## src/rtl/apb_manager.sv

```systemverilog
// APB requester for one CPU port: queues valid/ready commands, issues them as
// APB SETUP/ACCESS transfers and returns rdata/slverr in command order.
package apb_pkg;
    localparam int unsigned ADDR_W = 32;
    localparam int unsigned DATA_W = 32;

    typedef struct packed {
        logic [ADDR_W-1:0] addr;
        logic              write;
        logic [DATA_W-1:0] wdata;
    } apb_req_t;

    typedef struct packed {
        logic [DATA_W-1:0] rdata;
        logic              slverr;
    } apb_resp_t;
endpackage

module apb_manager
    import apb_pkg::*;
#(
    parameter int unsigned CMD_DEPTH      = 4,
    parameter int unsigned TIMEOUT_CYCLES = 256
) (
    input  logic      clk,
    input  logic      rst_n,
    input  logic      i_cmd_valid,
    output logic      o_cmd_ready,
    input  apb_req_t  i_cmd_req,
    output logic      o_rsp_valid,
    input  logic      i_rsp_ready,
    output apb_resp_t o_rsp,
    output apb_req_t  o_apb_m_req,
    input  apb_resp_t i_apb_m_resp,
    output logic      o_apb_m_psel,
    output logic      o_apb_m_penable,
    input  logic      i_apb_m_pready,
    output logic      o_busy
);
    localparam int unsigned PTR_W = (CMD_DEPTH > 1) ? $clog2(CMD_DEPTH) : 1;
    localparam int unsigned CNT_W = $clog2(CMD_DEPTH + 1);
    localparam int unsigned TMO_W = (TIMEOUT_CYCLES > 0) ? $clog2(TIMEOUT_CYCLES + 1) : 1;

    typedef enum logic [1:0] {
        IDLE   = 2'd0,
        SETUP  = 2'd1,
        ACCESS = 2'd2
    } state_e;

    state_e           state_q, state_d;
    apb_req_t         fifo_mem [CMD_DEPTH];
    logic [PTR_W-1:0] wr_ptr_q, wr_ptr_d;
    logic [PTR_W-1:0] rd_ptr_q, rd_ptr_d;
    logic [CNT_W-1:0] count_q, count_d;
    logic [TMO_W-1:0] tmo_q, tmo_d;
    apb_req_t         req_q, req_d;
    apb_resp_t        rsp_q, rsp_d;
    logic             rsp_valid_q, rsp_valid_d;
    logic             psel_q, psel_d;
    logic             penable_q, penable_d;

    logic push, pop, fifo_empty, start, done_ok, done_tmo, tmo_hit;

    assign fifo_empty  = (count_q == '0);
    assign o_cmd_ready = (count_q != CNT_W'(CMD_DEPTH));
    assign push        = i_cmd_valid && o_cmd_ready;
    assign pop         = done_ok || done_tmo;

    // Abort fires on the ACCESS cycle whose increment would bring the count to the limit.
    always_comb begin
        tmo_hit = 1'b0;
        if (TIMEOUT_CYCLES > 0) begin
            tmo_hit = (tmo_q == TMO_W'(TIMEOUT_CYCLES - 1));
        end
    end

    always_comb begin
        wr_ptr_d = push ? wr_ptr_q + PTR_W'(1) : wr_ptr_q;
        rd_ptr_d = pop  ? rd_ptr_q + PTR_W'(1) : rd_ptr_q;
        unique case ({push, pop})
            2'b10:   count_d = count_q + CNT_W'(1);
            2'b01:   count_d = count_q - CNT_W'(1);
            default: count_d = count_q;
        endcase
    end

    always_ff @(posedge clk or negedge rst_n) begin
        if (!rst_n) begin
            state_q <= IDLE;
        end else begin
            state_q <= state_d;
        end
    end

    always_comb begin
        state_d  = state_q;
        start    = 1'b0;
        done_ok  = 1'b0;
        done_tmo = 1'b0;
        unique case (state_q)
            IDLE: begin
                if (!fifo_empty && (!rsp_valid_q || i_rsp_ready)) begin
                    state_d = SETUP;
                    start   = 1'b1;
                end
            end
            SETUP: state_d = ACCESS;
            ACCESS: begin
                if (i_apb_m_pready) begin
                    done_ok = 1'b1;
                    state_d = IDLE;
                end else if (tmo_hit) begin
                    done_tmo = 1'b1;
                    state_d  = IDLE;
                end
            end
            default: state_d = IDLE;
        endcase
    end

    always_comb begin
        psel_d      = (state_d != IDLE);
        penable_d   = (state_d == ACCESS);
        req_d       = start ? fifo_mem[rd_ptr_q] : req_q;
        rsp_d       = rsp_q;
        rsp_valid_d = rsp_valid_q;
        if (rsp_valid_q && i_rsp_ready) begin
            rsp_valid_d = 1'b0;
        end
        if (done_ok) begin
            rsp_valid_d  = 1'b1;
            rsp_d.slverr = i_apb_m_resp.slverr;
            rsp_d.rdata  = req_q.write ? '0 : i_apb_m_resp.rdata;
        end else if (done_tmo) begin
            rsp_valid_d  = 1'b1;
            rsp_d.slverr = 1'b1;
            rsp_d.rdata  = '0;
        end
        tmo_d = tmo_q;
        if (state_q == SETUP) begin
            tmo_d = '0;
        end else if ((TIMEOUT_CYCLES > 0) && (state_q == ACCESS) && !i_apb_m_pready) begin
            tmo_d = tmo_q + TMO_W'(1);
        end
    end

    always_ff @(posedge clk or negedge rst_n) begin
        if (!rst_n) begin
            wr_ptr_q    <= '0;
            rd_ptr_q    <= '0;
            count_q     <= '0;
            tmo_q       <= '0;
            req_q       <= '0;
            rsp_q       <= '0;
            rsp_valid_q <= 1'b0;
            psel_q      <= 1'b0;
            penable_q   <= 1'b0;
        end else begin
            wr_ptr_q    <= wr_ptr_d;
            rd_ptr_q    <= rd_ptr_d;
            count_q     <= count_d;
            tmo_q       <= tmo_d;
            req_q       <= req_d;
            rsp_q       <= rsp_d;
            rsp_valid_q <= rsp_valid_d;
            psel_q      <= psel_d;
            penable_q   <= penable_d;
        end
    end

    always_ff @(posedge clk) begin
        if (push) begin
            fifo_mem[wr_ptr_q] <= i_cmd_req;
        end
    end

    assign o_apb_m_req     = req_q;
    assign o_apb_m_psel    = psel_q;
    assign o_apb_m_penable = penable_q;
    assign o_rsp           = rsp_q;
    assign o_rsp_valid     = rsp_valid_q;
    assign o_busy          = (state_q != IDLE) || !fifo_empty || rsp_valid_q;

endmodule
```

## config.mk

```make
export PLATFORM = sky130hd
export DESIGN_NAME = apb_manager
export DESIGN_NICKNAME = d
export VERILOG_FILES = /design/src/rtl/apb_manager.sv
export SDC_FILE = /design/constraint.sdc
export NUM_CORES = 1
export LEC_CHECK = 0
export ABC_AREA = 1
export ABC_CLOCK_PERIOD_IN_PS = 7770
export CAP_MARGIN = 20
export CORE_ASPECT_RATIO = 0.6
export CORE_UTILIZATION = 40
export DETAILED_ROUTE_END_ITERATION = 12
export HOLD_SLACK_MARGIN = 0.06
export PLACE_DENSITY = 0.62
export SYNTH_ARGS = -nofsm -noshare
export SYNTH_HDL_FRONTEND = slang
export SYNTH_SLANG_ARGS = --single-unit
```

## constraint.sdc

```tcl
create_clock -name clk -period 7.77 [get_ports clk]
set_input_delay 2.331 -clock clk [delete_from_list [all_inputs] [get_ports clk]]
set_output_delay 2.331 -clock clk [all_outputs]
set_load 0.01 [all_outputs]
```

==> flow_metrics.tcl, run 1 <==
set metrics [dict create \
    outcome "finished, final reports clean" \
    ctsHoldBuffers 0 \
    drtPass1Iterations 5 \
    dp.cells 2230 \
    intPower_mw 4.821 \
    yosys.area.top_type "edfxtp_1" \
    skew_ns 0.01787 \
    synth_common_cells "578 x nand2_1, 278 x nor2_1, 260 x edfxtp_1" \
    synth_area_leaders "edfxtp_1 50%, dfrtp_1 19%, nand2_1 14%, nor2_1 6.7%, inv_1 4.4%" \
    finalHoldViolCount 0 \
    ant_nets 0 \
    clkPwrFrac_pct 24.4 \
    multi_input_area_um2 3745 \
    ys_seq_area_share_pct 69.17 \
    grt_pass1_vias 9836 \
    powerDensity_nw_per_um2 387.5 \
    crit_type "input pin to flop" \
    worstMarginPinSlew_ns 1.069 \
    met3WireLength_um 1740 \
    dp_hpwl_um 21200 \
    core_area_um2 38060 \
    track_usage_pct 17.75 \
    place_area_um2 18060 \
    num_rows 55 \
    tns_ns 0 \
    fillers 3364 \
    gp_congestion 0.7503 \
    switching_share_pct 35.49 \
    ys.flop_type "edfxtp_1" \
    synth.ff_latch_count 379 \
    grt_max_degree 74 \
    cp.required_ns 8.22 \
    cts_buffer_depth 3 \
    totalPowerFinal_mw 7.474 \
    viasPerCell 4.485 \
    wire_per_inst_um 15.16 \
    min_to "o_apb_m_req[17]$_DFFE_PN0P_" \
    worstReg2RegStart "count_q[0]$_DFFE_PN0P_" \
    top_layer "met5" \
    io_pins 206 \
    drv_slew 0 \
    p_sw_mw 2.652 \
    layout-drive-gt1-share_pct 4.591 \
    grt_antenna_before_repair 1 \
    ys_types 28 \
    clkLatencyLatePin_ns 0.53 \
    synth_top_cell_area_share_pct 50.07 \
    max_cap_violations 0 \
    postSynthAreaPerCell_um2 9.970 \
    critical_path_arrival_ns 5.11 \
    synth_area_um2 15590 \
    cts_sinks 379 \
    drt_first_iter_violations 777 \
    clkTransAtPathRegs_ns 0.06 \
    die_w_um 256.9 \
    r2r-end "o_apb_m_req[41]$_DFFE_PN0P_" \
    synthToLayoutAreaGrowth_pct 23.69 \
    drc 0 \
    fin_area_um2 19290 \
    synth.most_common_cell "nand2_1" \
    hp-class "flop to flop" \
    portBuffers 205 \
    wl_met2_um 15570 \
    fin_cells 2299 \
    start_util_pct 40.97 \
    setup_viol 0 \
    syn_inst 1564 \
    die_area_um2 39800 \
    synth-edff-count 260 \
    vias 10310 \
    antenna_cells 0 \
    max_freq_mhz 214.4 \
    overflow 0 \
    cts_tree "yes" \
    synth_nets 1675 \
    drt-met1-wl_um 16980 \
    cts_setup_buffers 0 \
    leakage_nw 8.526 \
    seqCellArea_um2 10790 \
    period_needed_ns 4.664 \
    hold_path_depth 2 \
    hold_start "o_apb_m_req[17]$_DFFE_PN0P_" \
    r2r_cells 7 \
    comb_power_share_pct 34.4 \
    cts-root-buf "clkbuf_16" \
    drt_wl_total_um 34840 \
    ir_drop_mv 0.2158 \
    endpoint_kind "flop" \
    cts_resized 0 \
    grt_pass1_wl_um 55140 \
    htree_levels 2 \
    final_core_util_pct 50.68 \
    cts_buffers 38 \
    p_seq_share_pct 41.2 \
    start_kind "input pin" \
    async_reset_ff_share_pct 31.40 \
    fp.dieH_um 154.9 \
    max_slew_margin_pct 28.75 \
    nets 1868 \
    yosys_warnings 0 \
    rsz0062_at_grt "no" \
    r2r_slack_ns 4.91 \
    cp_max_fo 66 \
    timing.final.crit_share_pct 60.02 \
]
## final cells by class
type,instances,share of cell area (%)
inverter,188,3.672
clock buffer,52,5.527
clock inverter,17,0.8369
sequential,379,55.96
timing repair buffer,218,11.26
tap,513,3.328
multi-input combinational,932,19.42
## flip-flops by register name (all words and copies together), names as in the netlist
signal / count
wr_ptr_q: 2
fifo_mem: 260
state_q: 2
rd_ptr_q: 2
o_apb_m_req: 65
count_q: 3
tmo_q: 9
o_rsp_valid: 1
o_apb_m_psel: 1
o_rsp: 33
o_apb_m_penable: 1
## routing by layer
metal,up-vias,global-route usage [%]
li1,5218,-
met5,-,0
met3,50,3.405
met4,2,4.025
met1,4843,26.09
met2,197,27.32
## cells in the final DEF (no fill, tap or decap), types with 2 or more instances in the layout
| cell type | instances |
|---|---|
| a21oi_1 | 3 |
| buf_4 | 11 |
| bufinv_16 | 3 |
| clkbuf_1 | 10 |
| clkbuf_16 | 40 |
| clkbuf_8 | 2 |
| clkdlybuf4s50_1 | 204 |
| clkinv_1 | 7 |
| clkinv_2 | 6 |
| dfrtp_1 | 117 |
| dfrtp_4 | 2 |
| edfxtp_1 | 260 |
| ha_1 | 7 |
| inv_1 | 183 |
| inv_2 | 3 |
| nand2_1 | 578 |
| nand3_1 | 11 |
| nor2_1 | 274 |
| nor2_4 | 5 |
| o21ai_0 | 35 |
| o21ai_1 | 3 |
| xor2_1 | 4 |
## how the worst max path moves through the flow
| stage | startpoint | slack [ns] | depth (start not counted) | endpoint |
|---|---|---|---|---|
| 2_1_floorplan | i_cmd_valid | 2.05 | 2 | fifo_mem[0][0]$_DFFE_PP_ |
| 3_3_place_gp | i_rsp_ready | 2.57 | 8 | o_apb_m_req[47]$_DFFE_PN0P_ |
| 3_5_place_dp | i_rsp_ready | 2.52 | 8 | o_apb_m_req[43]$_DFFE_PN0P_ |
| 4_1_cts | i_rsp_ready | 3.06 | 8 | o_apb_m_req[43]$_DFFE_PN0P_ |
| 5_1_grt | i_rsp_ready | 2.86 | 8 | o_apb_m_req[2]$_DFFE_PN0P_ |
| 6_report | i_rsp_ready | 3.11 | 8 | o_apb_m_req[41]$_DFFE_PN0P_ |
## power groups by stage
| stage | combinational, mW | clock, mW | sequential (mW) |
|---|---|---|---|
| 2_1_floorplan | 1.61 | 0 | 3.10 |
| 3_3_place_gp | 2.56 | 0 | 3.11 |
| 3_5_place_dp | 2.62 | 0 | 3.12 |
| 4_1_cts | 2.63 | 1.87 | 3.09 |
| 5_1_grt | 2.92 | 1.94 | 3.15 |
| 6_report | 2.57 | 1.83 | 3.08 |
## critical path, cell delays in order
cell and delay [ns]:
clkdlybuf4s50_1 0.45, inv_1 0.04, nand2_1 0.11, nand3_4 0.66, clkinv_2 0.81, buf_4 0.46, nand2_1 0.09, nand2_1 0.08
## metrics by stage
| step | hold WS, ns | setup WS (ns) |
|---|---|---|
| floorplan | 0.4456 | 2.049 |
| detailed placement | 0.4648 | 2.517 |
| global placement | 0.4631 | 2.567 |
| global route | 0.5060 | 2.862 |
| finish | 0.4793 | 3.106 |
| CTS | 0.4816 | 3.062 |
## cells by family after synthesis
group / share of synthesized area [%]
DFF: 69.17
adders and majority gates: 0.6901
xor gates and xnor gates: 0.2808
and+or+nand+nor: 21.40
buffers and inverters: 7.053
AOI/OAI and AO/OA: 1.404
(Power assumes the default switching activity.)
==> run 2, diff against run 1 <==
- ABC_CLOCK_PERIOD_IN_PS: 7770 -> 4500
- clock period: 7.77 -> 4.5 ns (I/O delays scaled with it)
==> flow_metrics.tcl, run 2 (same netlist as run 1, synthesis figures left out) <==
set metrics [dict create \
    outcome "finished, final reports clean" \
    rsz0062_at_grt "no" \
    max_cap_violations 0 \
    grt_pass1_wl_um 54870 \
    worstMarginPinSlew_ns 0.9488 \
    ctsHoldBuffers 0 \
    track_usage_pct 17.59 \
    start_kind "flop" \
    largest_register_ffs 260 \
    fin_ws_ns 1.367 \
    wl_met2_um 15070 \
    holdWs_ns 0.4784 \
    finalHoldViolCount 0 \
    setup_viol 0 \
    totalPowerFinal_mw 12.81 \
    powerDensity_nw_per_um2 665.1 \
    viasPerCell 4.456 \
    htree_levels 2 \
    dp_slack_ns 1.105 \
    max_slew_margin_pct 36.75 \
    timing.final.crit_share_pct 69.61 \
    drt-met1-wl_um 16930 \
    period_needed_ns 3.133 \
    crit_type "flop to output pin" \
    leakage_nw 8.513 \
    clkTransAtPathRegs_ns 0.07 \
    io_pins 206 \
    cp_max_fo 3 \
    crit_path_top_delay_cell "clkdlybuf4s50_1" \
    hp-class "flop to flop" \
    cp.required_ns 3.15 \
    die_area_um2 39800 \
    cts_buffer_depth 3 \
    overflow 0 \
    regMostFlops "fifo_mem" \
    grt_pass1_vias 9948 \
    endpoint_kind "output pin" \
    max_freq_mhz 319.2 \
    synthToLayoutAreaGrowth_pct 23.50 \
    cts_buffers 37 \
    dp_hpwl_um 20440 \
    critical_path_arrival_ns 1.78 \
    final_cell_mix "578 x nand2_1, 274 x nor2_1, 260 x edfxtp_1" \
    ant_nets 0 \
    slowest_delay_ns 0.49 \
    drt_first_iter_violations 757 \
    vias 10270 \
    met3WireLength_um 1635 \
    drv_slew 0 \
    fp.dieH_um 154.9 \
    crit_chain "inv_2 -> nand3_2 -> inv_1 -> nand3b_1 -> clkdlybuf4s50_1" \
    grt_max_degree 103 \
    final_common_cell "nand2_1" \
    cts_tree "yes" \
    num_rows 55 \
    grt_antenna_before_repair 3 \
    cts_resized 0 \
    clkLatencyLatePin_ns 0.53 \
    top_layer "met5" \
    ir_drop_mv 0.3608 \
    nets 1872 \
    drc 0 \
    fillers 3351 \
    cts-root-buf "clkbuf_16" \
    tns_ns 0 \
    start_util_pct 40.97 \
    final_core_util_pct 50.60 \
    layout-drive-gt1-share_pct 4.469 \
    skew_ns 0.02516 \
    die_w_um 256.9 \
    portBuffers 205 \
    fin_area_um2 19260 \
    place_area_um2 18100 \
    drt_wl_total_um 34390 \
    gp_congestion 0.7448 \
    cts_setup_buffers 0 \
    cts_sinks 379 \
    dp.cells 2235 \
    drtPass1Iterations 5 \
    fin_cells 2305 \
    core_area_um2 38060 \
    wire_per_inst_um 14.92 \
]
[run 2: critical path: cells and delay by family, from the launching register on]
| kind | cells | cell delay, ns |
|---|---|---|
| DFF | 1 | 0.40 |
| and+or+nand+nor | 2 | 0.18 |
| buffers and inverters | 3 | 0.66 |
[run 2: area by class of cell]
| class | count | area [µm²] | area share [%] |
|---|---|---|---|
| Antenna cell | 2 | 5.005 | 0.02599 |
| Clock buffer | 51 | 1021 | 5.302 |
| Clock inverter | 17 | 128.9 | 0.6693 |
| Inverter | 188 | 708.2 | 3.678 |
| Multi-Input combinational cell | 932 | 3745 | 19.45 |
| Sequential cell | 379 | 10790 | 56.05 |
| Tap cell | 513 | 641.9 | 3.333 |
| Timing Repair Buffer | 223 | 2213 | 11.49 |
[run 2: final timing paths]
check | startpoint | to | slack [ns] | cells past startpoint
setup / recovery | count_q[0]$_DFFE_PN0P_ | o_busy | 1.37 | 5
hold / removal | o_apb_m_req[8]$_DFFE_PN0P_ | o_apb_m_req[8]$_DFFE_PN0P_ | 0.48 | 2
setup reg to reg | tmo_q[0]$_DFFE_PN0P_ | count_q[2]$_DFFE_PN0P_ | 2.01 | 15
hold reg to reg | o_apb_m_req[8]$_DFFE_PN0P_ | o_apb_m_req[8]$_DFFE_PN0P_ | 0.48 | 2
max in group asynchronous | rst_n | o_rsp[8]$_DFFE_PN0N_ | 2.67 | 2
min in group asynchronous | rst_n | o_apb_m_req[21]$_DFFE_PN0P_ | 0.94 | 1
[run 2: per-layer routing]
| metal | track usage, % | up-vias |
|---|---|---|
| met5 | 0 | - |
| met4 | 4.847 | 2 |
| met3 | 3.405 | 51 |
| met2 | 26.53 | 207 |
| met1 | 25.95 | 4790 |
| li1 | - | 5222 |
[run 2: where the power goes]
group | switching [mW] | total [mW] | internal, mW
clock network | 1.28 | 2.99 | 1.71
logic | 2.84 | 4.62 | 1.78
registers | 0.456 | 5.20 | 4.74
==> run 3, diff against run 2 <==
- ABC_CLOCK_PERIOD_IN_PS: 4500 -> 3000
- clock period: 4.5 -> 3 ns (I/O delays scaled with it)
==> flow_metrics.tcl, run 3 (same netlist as run 1, synthesis figures left out) <==
set metrics [dict create \
    outcome "finished, final reports clean" \
    die_area_um2 39800 \
    worstReg2RegStart "tmo_q[0]$_DFFE_PN0P_" \
    htree_levels 2 \
    worstMarginPinSlew_ns 0.6470 \
    start_kind "flop" \
    cts_sinks 379 \
    fillers 3385 \
    nets 1877 \
    slowest_delay_ns 0.49 \
    grt_max_degree 121 \
    overflow 0 \
    viasPerCell 4.456 \
    die_w_um 256.9 \
    cts_resized 0 \
    r2r_cells 15 \
    powerDensity_nw_per_um2 1009 \
    ant_nets 0 \
    final_common_cell "nand2_1" \
    cp.required_ns 2.10 \
    drt_wl_total_um 34450 \
    cts_buffers 38 \
    ir_drop_mv 0.5845 \
    num_rows 55 \
    io_pins 206 \
    endpoint_kind "output pin" \
    finalHoldViolCount 0 \
    clkTransAtPathRegs_ns 0.06 \
    drv_slew 0 \
    setup_viol 0 \
    leakage_nw 8.636 \
    hp-class "input pin to asynchronous set/reset pin" \
    fp.dieH_um 154.9 \
    cts-root-buf "clkbuf_16" \
    dp_hpwl_um 20730 \
    core_area_um2 38060 \
    largest_register_ffs 260 \
    crit_type "flop to output pin" \
    max_freq_mhz 374.2 \
    crit_path_top_delay_cell "clkdlybuf4s50_1" \
    r2r-end "count_q[2]$_DFFE_PN0P_" \
    cts_buffer_depth 3 \
    portBuffers 205 \
    vias 10290 \
    gp_congestion 0.7278 \
    antenna_cells 0 \
    ctsHoldBuffers 0 \
    r2r_slack_ns 0.56 \
    critical_path_arrival_ns 1.77 \
    start_util_pct 40.97 \
    layout-drive-gt1-share_pct 5.290 \
    wire_per_inst_um 14.92 \
    cts_setup_buffers 0 \
    crit_chain "inv_1 -> nand3_2 -> inv_1 -> nand3b_1 -> clkdlybuf4s50_1" \
    drtPass1Iterations 5 \
    grt_pass1_vias 10140 \
    regMostFlops "fifo_mem" \
    max_slew_margin_pct 56.87 \
    final_core_util_pct 51.26 \
    grt_pass1_wl_um 55400 \
    totalPowerFinal_mw 19.69 \
    cts_tree "yes" \
    max_cap_violations 0 \
    drt_first_iter_violations 654 \
    skew_ns 0.02143 \
    grt_antenna_before_repair 1 \
    period_needed_ns 2.673 \
    clkLatencyLatePin_ns 0.54 \
    track_usage_pct 17.62 \
    synthToLayoutAreaGrowth_pct 25.12 \
    crit_top_cell "inv_1" \
    tns_ns 0 \
    rsz0062_at_grt "no" \
    timing.final.crit_share_pct 89.09 \
    final_cell_mix "578 x nand2_1, 274 x nor2_1, 260 x edfxtp_1" \
    cp_max_fo 2 \
    drc 0 \
]
-- run 3: worst max path at each step --
stage | startpoint | endpoint | slack (ns) | cells after the start
final | count_q[2]$_DFFE_PN0P_ | o_busy | 0.33 | 5
after global routing | count_q[0]$_DFFE_PN0P_ | o_busy | 0.24 | 5
after CTS | count_q[0]$_DFFE_PN0P_ | o_busy | 0.29 | 5
after detailed placement | i_apb_m_pready | count_q[2]$_DFFE_PN0P_ | 0.22 | 10
after global placement | i_apb_m_pready | count_q[2]$_DFFE_PN0P_ | 0.22 | 10
after floorplan | i_cmd_valid | fifo_mem[0][0]$_DFFE_PP_ | -0.24 | 2
-- run 3: per-layer routing --
layer  routed length [µm]  global-route usage (%)  share of wire [%]  vias up
met5                   11                       0              0.032        -
met4                  546                   4.053                1.6        2
met3                 1517                   3.372                4.4       46
met2                15240                   27.39                 44      195
met1                17130                   25.65                 50     4809
li1                     -                       -                  -     5236
-- run 3: area by class of cell --
class | count | area [µm²] | share of cell area (%)
clock buffers | 57 | 1136 | 5.824
clock inverters | 13 | 143.9 | 0.7376
inverters | 188 | 705.7 | 3.617
multi-input cells | 932 | 3745 | 19.20
flip-flops and latches | 379 | 10790 | 55.32
well taps | 513 | 641.9 | 3.290
repair buffers | 227 | 2344 | 12.01
-- run 3: worst max-delay path: cells and delay by family (launching register included) --
family        cells  cell delay, ns
flops             1            0.39
simple gates      2            0.19
buf+inv           3            0.66
-- run 3: report_power, final --
group	internal, mW	switching (mW)	total [mW]
sequential	7.11	0.620	7.73
combinational	2.80	4.31	7.12
clock	2.89	1.95	4.84
-- run 3: per-stage QoR --
stage | hold slack [ns] | std cells | instance area (µm²) | worst slack, ns
global route | 0.3898 | 2309 | 19510 | 0.2428
global placement | 0.4634 | 2239 | 18230 | 0.2154
CTS | 0.3660 | 2309 | 19510 | 0.2888
detailed placement | 0.4648 | 2239 | 18230 | 0.2180
finish | 0.3623 | 2309 | 19510 | 0.3274
floorplan | 0.4456 | 1564 | 15600 | -0.2431
